[config.mk]
export PLATFORM = sky130hd
export DESIGN_NAME = alu_seq_ctrl
export DESIGN_NICKNAME = d
export VERILOG_FILES = /design/src/rtl/alu_pkg.sv /design/src/rtl/alu_seq_ctrl_addsub.sv /design/src/rtl/alu_seq_ctrl.sv
export SDC_FILE = /design/constraint.sdc
export NUM_CORES = 1
export LEC_CHECK = 0
export CELL_PAD_IN_SITES_DETAIL_PLACEMENT = 1
export CELL_PAD_IN_SITES_GLOBAL_PLACEMENT = 1
export CORE_MARGIN = 2
export CORE_UTILIZATION = 37
export DETAILED_ROUTE_END_ITERATION = 16
export PLACE_DENSITY_LB_ADDON = 0.1
export RECOVER_POWER = 100
export SYNTH_ARGS = -nofsm -noshare
export SYNTH_HDL_FRONTEND = slang
export SYNTH_SLANG_ARGS = --single-unit
[constraint.sdc]
create_clock -name clk -period 3.4 [get_ports clk]
set_input_delay 0.51 -clock clk [delete_from_list [all_inputs] [get_ports clk]]
set_output_delay 0.51 -clock clk [all_outputs]
set_load 0.1 [all_outputs]
[src/rtl/alu_pkg.sv]
// rtl/alu_pkg.sv - opcode, state and width constants shared by the ALU sequencer
package alu_pkg;

  localparam int DEFAULT_WIDTH = 8;

  localparam logic [1:0] OP_ADD = 2'b00;
  localparam logic [1:0] OP_SUB = 2'b01;
  localparam logic [1:0] OP_MUL = 2'b10;
  localparam logic [1:0] OP_DIV = 2'b11;

  localparam logic [1:0] ST_IDLE = 2'd0;
  localparam logic [1:0] ST_EXEC = 2'd1;
  localparam logic [1:0] ST_DONE = 2'd2;

endpackage

[src/rtl/alu_seq_ctrl_addsub.sv]
// rtl/alu_seq_ctrl_addsub.sv - shared combinational adder/subtractor (select=1 gives A+~B+1)
module AdderSubtractor #(
  parameter int WIDTH = 8
) (
  input  logic [WIDTH-1:0] operandA,
  input  logic [WIDTH-1:0] operandB,
  input  logic             select,
  output logic [WIDTH-1:0] result,
  output logic             carryOut
);

  // Two's-complement subtract by inverting B and injecting select as carry-in
  assign {carryOut, result} = {1'b0, operandA}
                            + {1'b0, operandB ^ {WIDTH{select}}}
                            + {{WIDTH{1'b0}}, select};

endmodule

[src/rtl/alu_seq_ctrl.sv]
// rtl/alu_seq_ctrl.sv - multi-cycle ADD/SUB/MUL/DIV sequencer around one shared adder
module alu_seq_ctrl
  import alu_pkg::*;
#(
  parameter int WIDTH = DEFAULT_WIDTH,
  parameter int CNT_W = 4
) (
  input  logic             clk,
  input  logic             reset,
  input  logic             inValid,
  output logic             inReady,
  input  logic [1:0]       opcode,
  input  logic [WIDTH-1:0] operandA,
  input  logic [WIDTH-1:0] operandB,
  output logic             outValid,
  input  logic             outReady,
  output logic [WIDTH-1:0] resultLo,
  output logic [WIDTH-1:0] resultHi,
  output logic             carryOut,
  output logic             divByZero,
  output logic             busy
);

  logic [1:0]       state_q, state_d;
  logic [CNT_W-1:0] cnt_q, cnt_d;
  logic [1:0]       op_q, op_d;
  logic [WIDTH-1:0] b_q, b_d;
  // lo_q: A for ADD/SUB, multiplier for MUL, dividend/quotient for DIV
  logic [WIDTH-1:0] lo_q, lo_d;
  // hi_q: partial product high half for MUL, remainder for DIV
  logic [WIDTH-1:0] hi_q, hi_d;
  logic             dbz_q, dbz_d;
  logic [WIDTH-1:0] res_lo_q, res_lo_d, res_hi_q, res_hi_d;
  logic             carry_q, carry_d, dbz_out_q, dbz_out_d;

  logic [WIDTH-1:0] add_a, add_b, add_sum;
  logic             add_sel, add_co;
  logic [WIDTH-1:0] iter_hi, iter_lo, mul_hp;
  logic             mul_c, div_qbit;

  AdderSubtractor #(.WIDTH(WIDTH)) u_addsub (
    .operandA (add_a),
    .operandB (add_b),
    .select   (add_sel),
    .result   (add_sum),
    .carryOut (add_co)
  );

  // Route the shared adder according to the operation in flight
  always_comb begin
    add_b   = b_q;
    add_a   = lo_q;
    add_sel = 1'b0;
    case (op_q)
      OP_SUB: add_sel = 1'b1;
      OP_MUL: add_a   = hi_q;
      OP_DIV: begin
        add_a   = {hi_q[WIDTH-2:0], lo_q[WIDTH-1]};
        add_sel = 1'b1;
      end
      default: ;
    endcase
  end

  // One shift-add or restoring-divide step built on the adder output
  always_comb begin
    mul_hp   = lo_q[0] ? add_sum : hi_q;
    mul_c    = lo_q[0] & add_co;
    // The bit shifted out of R means t >= 2^WIDTH > B, so it also sets the quotient bit
    div_qbit = hi_q[WIDTH-1] | add_co;
    iter_hi  = hi_q;
    iter_lo  = lo_q;
    case (op_q)
      OP_MUL: begin
        iter_hi = {mul_c, mul_hp[WIDTH-1:1]};
        iter_lo = {mul_hp[0], lo_q[WIDTH-1:1]};
      end
      OP_DIV: begin
        iter_hi = div_qbit ? add_sum : {hi_q[WIDTH-2:0], lo_q[WIDTH-1]};
        iter_lo = {lo_q[WIDTH-2:0], div_qbit};
      end
      default: ;
    endcase
  end

  // Next-state logic: accept in IDLE, iterate in EXEC, hold results in DONE
  always_comb begin
    state_d   = state_q;
    cnt_d     = cnt_q;
    op_d      = op_q;
    b_d       = b_q;
    lo_d      = lo_q;
    hi_d      = hi_q;
    dbz_d     = dbz_q;
    res_lo_d  = res_lo_q;
    res_hi_d  = res_hi_q;
    carry_d   = carry_q;
    dbz_out_d = dbz_out_q;
    case (state_q)
      ST_IDLE: begin
        if (inValid) begin
          op_d    = opcode;
          b_d     = operandB;
          lo_d    = operandA;
          hi_d    = '0;
          dbz_d   = (opcode == OP_DIV) && (operandB == '0);
          cnt_d   = ((opcode == OP_MUL) || ((opcode == OP_DIV) && (operandB != '0)))
                    ? CNT_W'(WIDTH) : CNT_W'(1);
          state_d = ST_EXEC;
        end
      end
      ST_EXEC: begin
        cnt_d = cnt_q - CNT_W'(1);
        hi_d  = iter_hi;
        lo_d  = iter_lo;
        if (cnt_q == CNT_W'(1)) begin
          state_d = ST_DONE;
          if (dbz_q) begin
            res_lo_d  = '1;
            res_hi_d  = lo_q;
            carry_d   = 1'b0;
            dbz_out_d = 1'b1;
          end else if ((op_q == OP_ADD) || (op_q == OP_SUB)) begin
            res_lo_d  = add_sum;
            res_hi_d  = '0;
            carry_d   = add_co;
            dbz_out_d = 1'b0;
          end else begin
            res_lo_d  = iter_lo;
            res_hi_d  = iter_hi;
            carry_d   = 1'b0;
            dbz_out_d = 1'b0;
          end
        end
      end
      ST_DONE: begin
        if (outReady) state_d = ST_IDLE;
      end
      default: state_d = ST_IDLE;
    endcase
  end

  // State and datapath registers; reset aborts any operation in flight
  always_ff @(posedge clk) begin
    if (reset) begin
      state_q   <= ST_IDLE;
      cnt_q     <= '0;
      op_q      <= OP_ADD;
      b_q       <= '0;
      lo_q      <= '0;
      hi_q      <= '0;
      dbz_q     <= 1'b0;
      res_lo_q  <= '0;
      res_hi_q  <= '0;
      carry_q   <= 1'b0;
      dbz_out_q <= 1'b0;
    end else begin
      state_q   <= state_d;
      cnt_q     <= cnt_d;
      op_q      <= op_d;
      b_q       <= b_d;
      lo_q      <= lo_d;
      hi_q      <= hi_d;
      dbz_q     <= dbz_d;
      res_lo_q  <= res_lo_d;
      res_hi_q  <= res_hi_d;
      carry_q   <= carry_d;
      dbz_out_q <= dbz_out_d;
    end
  end

  assign inReady   = (state_q == ST_IDLE);
  assign outValid  = (state_q == ST_DONE);
  assign busy      = (state_q != ST_IDLE);
  assign resultLo  = res_lo_q;
  assign resultHi  = res_hi_q;
  assign carryOut  = carry_q;
  assign divByZero = dbz_out_q;

endmodule
==> flow_metrics.tcl, run 1 <==
set metrics [dict create \
    portBuffers 42 \
    grt_max_degree 35 \
    synth_area_leader_cell "dfxtp_1" \
    grt_overflow 0 \
    wire_per_inst_um 18.9 \
    worstHoldPathType "reg2reg" \
    leakage_nw 1.52 \
    finalHoldViolCount 0 \
    nNetsFinal 485 \
    die_w_um 96.9 \
    setup_ws_ps 291 \
    stdcell_area_um2 3850 \
    switchingPower_uw 619 \
    p_int_uw 976 \
    ys_async_sr_fraction_pct 0 \
    crit_family "compound AO/OA/AOI/OAI gates" \
    layout-drive-gt1-share_pct 8.59 \
    crit_slowest_cell "fa_1" \
    finalSetupViolCount 0 \
    swShare_pct 38.8 \
    avgSynthCellArea_um2 7.78 \
    rsz0062_at_grt "no" \
    cp-end-kind "register" \
    period_needed_ps 3110 \
    relSlewSlack_pct 22.5 \
    hp-start "divByZero" \
    dp.cells 551 \
    root_buffer "clkbuf_8" \
    fin_tns_setup_ps 0 \
    combPwrFrac_pct 35.4 \
    core_um2 8300 \
    netlist_instances 410 \
    synthFlopType "dfxtp_1" \
    place.gp.congestion 0.932 \
    final_cell_mix "56 x nor2_1, 51 x nand2_1, 50 x dfxtp_1, 42 x a21oi_1" \
    yosysWarnings 0 \
    ys_seq_area_share_pct 32.0 \
    postPlaceCellArea_um2 3790 \
    path_cells "buf_4 > o21a_1 > inv_1 > fa_1 > nand2b_1 > a21oi_1 > o31a_1 > mux2i_1 > a221oi_1 > nand3_1 > o21ai_0" \
    cts.htree.levels 2 \
    hpwl_um 8190 \
    startpoint "op_q[1]" \
    clkTransAtPathRegs_ps 100 \
    dieArea_um2 9390 \
    antenna_found_initial 0 \
    place_ws_ps 229 \
    hold_depth 2 \
    seqPwrFrac_pct 42.0 \
    io_pins 43 \
    max_freq_mhz 322 \
    final_common_cell "nor2_1" \
    start_util_pct 38.5 \
    cts_setup_buffers 0 \
    drc 0 \
    tightest_slew_ps 1170 \
    vias 3198 \
    netlist_area_um2 3190 \
    grt_pass1_wl_um 17500 \
    crit_buf_inv 2 \
    critical_path_class "reg2reg" \
    fin_util_pct 46.4 \
    cts_tree "yes" \
    synthTopCellsByArea "dfxtp_1 32%, a21oi_1 6.6%, nor2_1 6.6%" \
    ff2ff_path_depth 11 \
    clock-sinks 51 \
    rows 33 \
    gr-usage-all-layers_pct 23.1 \
    totalWireLength_um 10600 \
    p_clk_share_pct 22.6 \
    clk_latency_ps 320 \
    drtAntennaViolNets 0 \
    cp_data_arrival_time_ps 3360 \
    cpPeakStageDelay_ps 460 \
    ys_ff_latch 51 \
    critPathLaunchType "register" \
    avgViaCountPerCell 5.72 \
    cts_max_path_buffers 2 \
    status "complete, no violations" \
    synth_edf_count 0 \
    final_cells 559 \
    syn_to_final_growth_pct 20.6 \
    drtIter0Drc 161 \
    power_density_nw_per_um2 414 \
    fin_skew_ps 7.63 \
    grt_pass1_vias 3247 \
    period_share_pct 91.4 \
    nFillCells 1012 \
    crit_fanout 13 \
    diodes 0 \
    cts-buffers-inserted 5 \
    crit_cells 11 \
    dr.pass1.iters 4 \
    slew_viol_final 0 \
    ir_worst_vdd_mv 0.219 \
    fp.dieH_um 96.9 \
    synth_top_area_share_pct 32.0 \
    synth_cell_type_count 61 \
    reg2reg_from "op_q[1]" \
    worstPathRequired_ps 3650 \
    syn-num-nets 442 \
    maxCapViolCount 0 \
]
==> stage by stage <==
stage / hold WS [ps] / total power [mW]
2_1_floorplan: 448 / 1.06
3_3_place_gp: 447 / 1.25
3_5_place_dp: 451 / 1.26
5_1_grt: 505 / 1.68
6_report: 461 / 1.60
4_1_cts: 465 / 1.61
==> cells in the mapped netlist (2+ instances only) <==
cell type	n
nor2_1	56
dfxtp_1	51
nand2_1	51
a21oi_1	42
clkbuf_1	21
o21ai_0	17
mux2i_1	16
nor3_1	15
xor2_1	11
inv_1	10
ha_1	9
and3_1	8
nand2b_1	8
a211oi_1	7
o22ai_1	6
a221oi_1	4
a311oi_1	4
and2_1	4
mux2_2	4
nand3_1	4
o211ai_1	4
a2111oi_0	3
a21o_1	3
a31oi_1	3
nor2b_1	3
nor3b_1	3
o21a_1	3
xnor2_1	3
a21boi_0	2
a22o_1	2
buf_1	2
buf_2	2
==> power groups by stage <==
stage	clock [mW]	sequential, mW	combinational, mW
4_1_cts	0.370	0.670	0.575
3_5_place_dp	0	0.684	0.571
5_1_grt	0.389	0.676	0.618
3_3_place_gp	0	0.683	0.565
6_report	0.360	0.671	0.565
2_1_floorplan	0	0.711	0.351
==> worst paths after layout <==
kind | to | slack (ps)
worst max-delay path | resultHi[2] | 290
worst min-delay path | divByZero | 460
worst max register to register | resultHi[2] | 290
worst min register to register | divByZero | 460
==> worst reg2reg max path: stages, from the launching register on <==
cell	delay [ps]
dfxtp_1	450
buf_4	230
o21a_1	150
inv_1	60
fa_1	460
nand2b_1	200
a21oi_1	360
o31a_1	370
mux2i_1	120
a221oi_1	400
nand3_1	120
o21ai_0	110
==> layout make-up <==
class	instances	area [µm²]	share of cell area, %
timing repair buffer	61	544	14.1
clock inverter	2	12.5	0.325
multi-input combinational	324	2030	52.7
inverter	10	37.5	0.975
tap	105	131	3.41
sequential	51	1020	26.6
clock buffer	6	72.6	1.88
==> timing repair <==
action / 4_1_cts / 5_1_grt
hold buffers: 0 / 0
resized for setup: 0 / 1
setup endpoints to repair: 0 / 9
==> flip-flops by register name, indices dropped and copies added, names as in the netlist <==
register   flops
add_b          8
hi_q           8
lo_q           8
resultHi       8
resultLo       8
cnt_q          4
op_q           2
state_q        2
carryOut       1
dbz_q          1
divByZero      1
==> layer usage <==
| layer | share of wire (%) | GRT usage (%) |
|---|---|---|
| met4 | 3.4 | 9.86 |
| met3 | 5.5 | 3.61 |
| met2 | 47 | 38.6 |
| met1 | 44 | 29.6 |
| met5 | 0 | 0 |
==> logic make-up after synthesis <==
family	Yosys count	share of synthesized area, %
AND/OR/NAND/NOR	159	22.6
AO/OA/AOI/OAI	120	26.3
flip-flops	51	32.0
buffers and inverters	35	4.19
multiplexers	20	6.43
XOR/XNOR	15	4.35
adder cells (fa/ha/maj)	10	4.16
Note: power is estimated with default switching activity, not from simulation.
==> run 2, diff against run 1 <==
Settings changed: SYNTH_HIERARCHICAL set to 1.
==> flow_metrics.tcl, run 2 <==
set metrics [dict create \
    diodes 0 \
    cts_tree "yes" \
    syn_to_final_growth_pct 19.4 \
    total_power_mw 1.58 \
    grt_max_degree 37 \
    avgSynthCellArea_um2 8.32 \
    netlist_area_um2 3200 \
    nFillCells 981 \
    io_pins 43 \
    clk_latency_ps 310 \
    cp_data_arrival_time_ps 3440 \
    fin_tns_setup_ps 0 \
    fp.dieH_um 97.1 \
    gr-usage-all-layers_pct 20.6 \
    totalWireLength_um 9950 \
    crit_fanout 8 \
    hpwl_um 7300 \
    synthFlopType "dfxtp_1" \
    synth_edf_count 0 \
    stdcell_area_um2 3830 \
    wire_per_inst_um 18.9 \
    rows 33 \
    place.gp.congestion 0.886 \
    start_util_pct 38.6 \
    hold_buffers 0 \
    synthTopCellsByArea "dfxtp_1 32%, mux2i_1 9.1%, a21oi_1 7.8%" \
    vias 3023 \
    drtIter0Drc 162 \
    antenna_found_initial 0 \
    rsz0062_at_grt "yes" \
    relSlewSlack_pct 21.3 \
    power_density_nw_per_um2 413 \
    ir_worst_vdd_mv 0.203 \
    critPathLaunchType "register" \
    period_share_pct 95.3 \
    die_w_um 97.1 \
    finalHoldViolCount 0 \
    worstPathRequired_ps 3590 \
    synth_area_leader_cell "dfxtp_1" \
    period_needed_ps 3240 \
    ys_async_sr_fraction_pct 0 \
    dr.pass1.iters 4 \
    place_ws_ps 122 \
    yosysWarnings 6 \
    syn-num-nets 417 \
    final_cells 526 \
    max_freq_mhz 309 \
    final_common_cell "a21oi_1" \
    clkTransAtPathRegs_ps 100 \
    synth_common_cells "51 x dfxtp_1, 50 x a21oi_1, 39 x nand2_1" \
    tightest_slew_ps 1180 \
    fin_skew_ps 20.1 \
    postPlaceCellArea_um2 3690 \
    status "complete, no violations" \
    dieArea_um2 9420 \
    fin_util_pct 46.1 \
    leakage_nw 1.41 \
    grt_pass1_vias 2956 \
    finalSetupViolCount 0 \
    layout-drive-gt1-share_pct 11.2 \
    core_um2 8300 \
    portBuffers 42 \
    setup_ws_ps 159 \
    critical_path_class "reg2reg" \
    synth_cell_type_count 56 \
    avgViaCountPerCell 5.75 \
    drc 0 \
    cts_max_path_buffers 2 \
    slew_viol_final 0 \
    clock-sinks 51 \
    dp.cells 515 \
    drtAntennaViolNets 0 \
    yosysMostFrequentCell "dfxtp_1" \
    ys_seq_area_share_pct 31.9 \
    grt_overflow 0 \
    cp-end-kind "register" \
    synth_top_area_share_pct 31.9 \
    whs_ps 463 \
    maxCapViolCount 0 \
    root_buffer "clkbuf_8" \
    ys_ff_latch 51 \
    grt_pass1_wl_um 15700 \
    final_cell_mix "50 x a21oi_1, 49 x dfxtp_1, 39 x nand2_1, 37 x clkdlybuf4s50_1, 32 x nor2_1" \
    netlist_instances 385 \
    cts-buffers-inserted 5 \
    worstHoldPathType "reg2reg" \
    nNetsFinal 453 \
    cts.htree.levels 2 \
]
-- run 2: cell types whose count changed in the layout (fill, tap and decap cells not counted), moves of 4 or more --
cell             previous run  this run
o2bb2ai_1                   0         4
o22ai_1                     6         1
nor4_1                      1         5
mux2i_1                    16        29
clkdlybuf4s50_1            19        37
o211ai_1                    4         0
nor2_1                     56        32
and3_1                      8         1
dlygate4sd3_1              19         1
nand2_1                    51        39
a21oi_1                    42        50
o21ai_0                    17         5
o221ai_1                    1         6
-- run 2: final cells by class --
| type | count | area, µm² | share of cell area, % |
|---|---|---|---|
| clock buffer | 5 | 68.8 | 1.80 |
| clock inverter | 2 | 13.8 | 0.360 |
| inverter | 10 | 37.5 | 0.981 |
| multi-input combinational | 292 | 1980 | 51.7 |
| sequential | 51 | 1030 | 26.8 |
| tap | 105 | 131 | 3.43 |
| timing repair buffer | 61 | 573 | 15.0 |
-- run 2: logic make-up after synthesis --
kind of cell             synth area share, %
AND/OR/NAND/NOR                         17.8
AO/OA/AOI/OAI                           24.4
flip-flops                              31.9
buffers and inverters                   6.76
multiplexers                            11.2
XOR/XNOR                                3.83
adder cells (fa/ha/maj)                 4.14
-- run 2: power by group --
group          internal [mW]  switching, mW
clock network          0.141          0.209
logic                  0.195          0.360
registers              0.634         0.0422
-- run 2: repair_timing --
| item | 4_1_cts | 5_1_grt |
|---|---|---|
| resized for setup | 0 | 8 |
| buffers inserted | 0 | 3 |
| setup endpoints to repair | 0 | 14 |
-- run 2: per-layer routing --
layer / GRT usage, % / routed length, µm / vias to the layer above
li1: - / - / 1477
met1: 27.9 / 4670 / 1455
met2: 34.1 / 4640 / 75
met3: 2.81 / 414 / 16
met4: 6.18 / 223 / 0
met5: 0 / 0 / -
-- run 2: path summary, 6_finish.rpt --
path	slack, ps	from	depth (start not counted)	to
max	160	op_q[0]	13	hi_q[2]
min	460	carryOut	2	carryOut
max reg2reg	160	op_q[0]	13	hi_q[2]
min reg2reg	460	carryOut	2	carryOut
-- run 2: critical path, cell delays in order, from the launching register on --
cell	delay, ps
dfxtp_4	420
mux2i_1	210
o21bai_1	120
mux2i_2	230
fa_2	260
nor2b_1	60
o31a_1	270
o31a_1	270
o22a_1	240
nor2_4	230
buf_4	160
mux2i_1	330
mux2i_1	130
a22o_1	190
==> run 3, diff against run 2 <==
Settings changed: SYNTH_HIERARCHICAL 1 to unset.
==> results of run 3 <==
The final DEF is identical to that of run 1; final timing and power are the same.
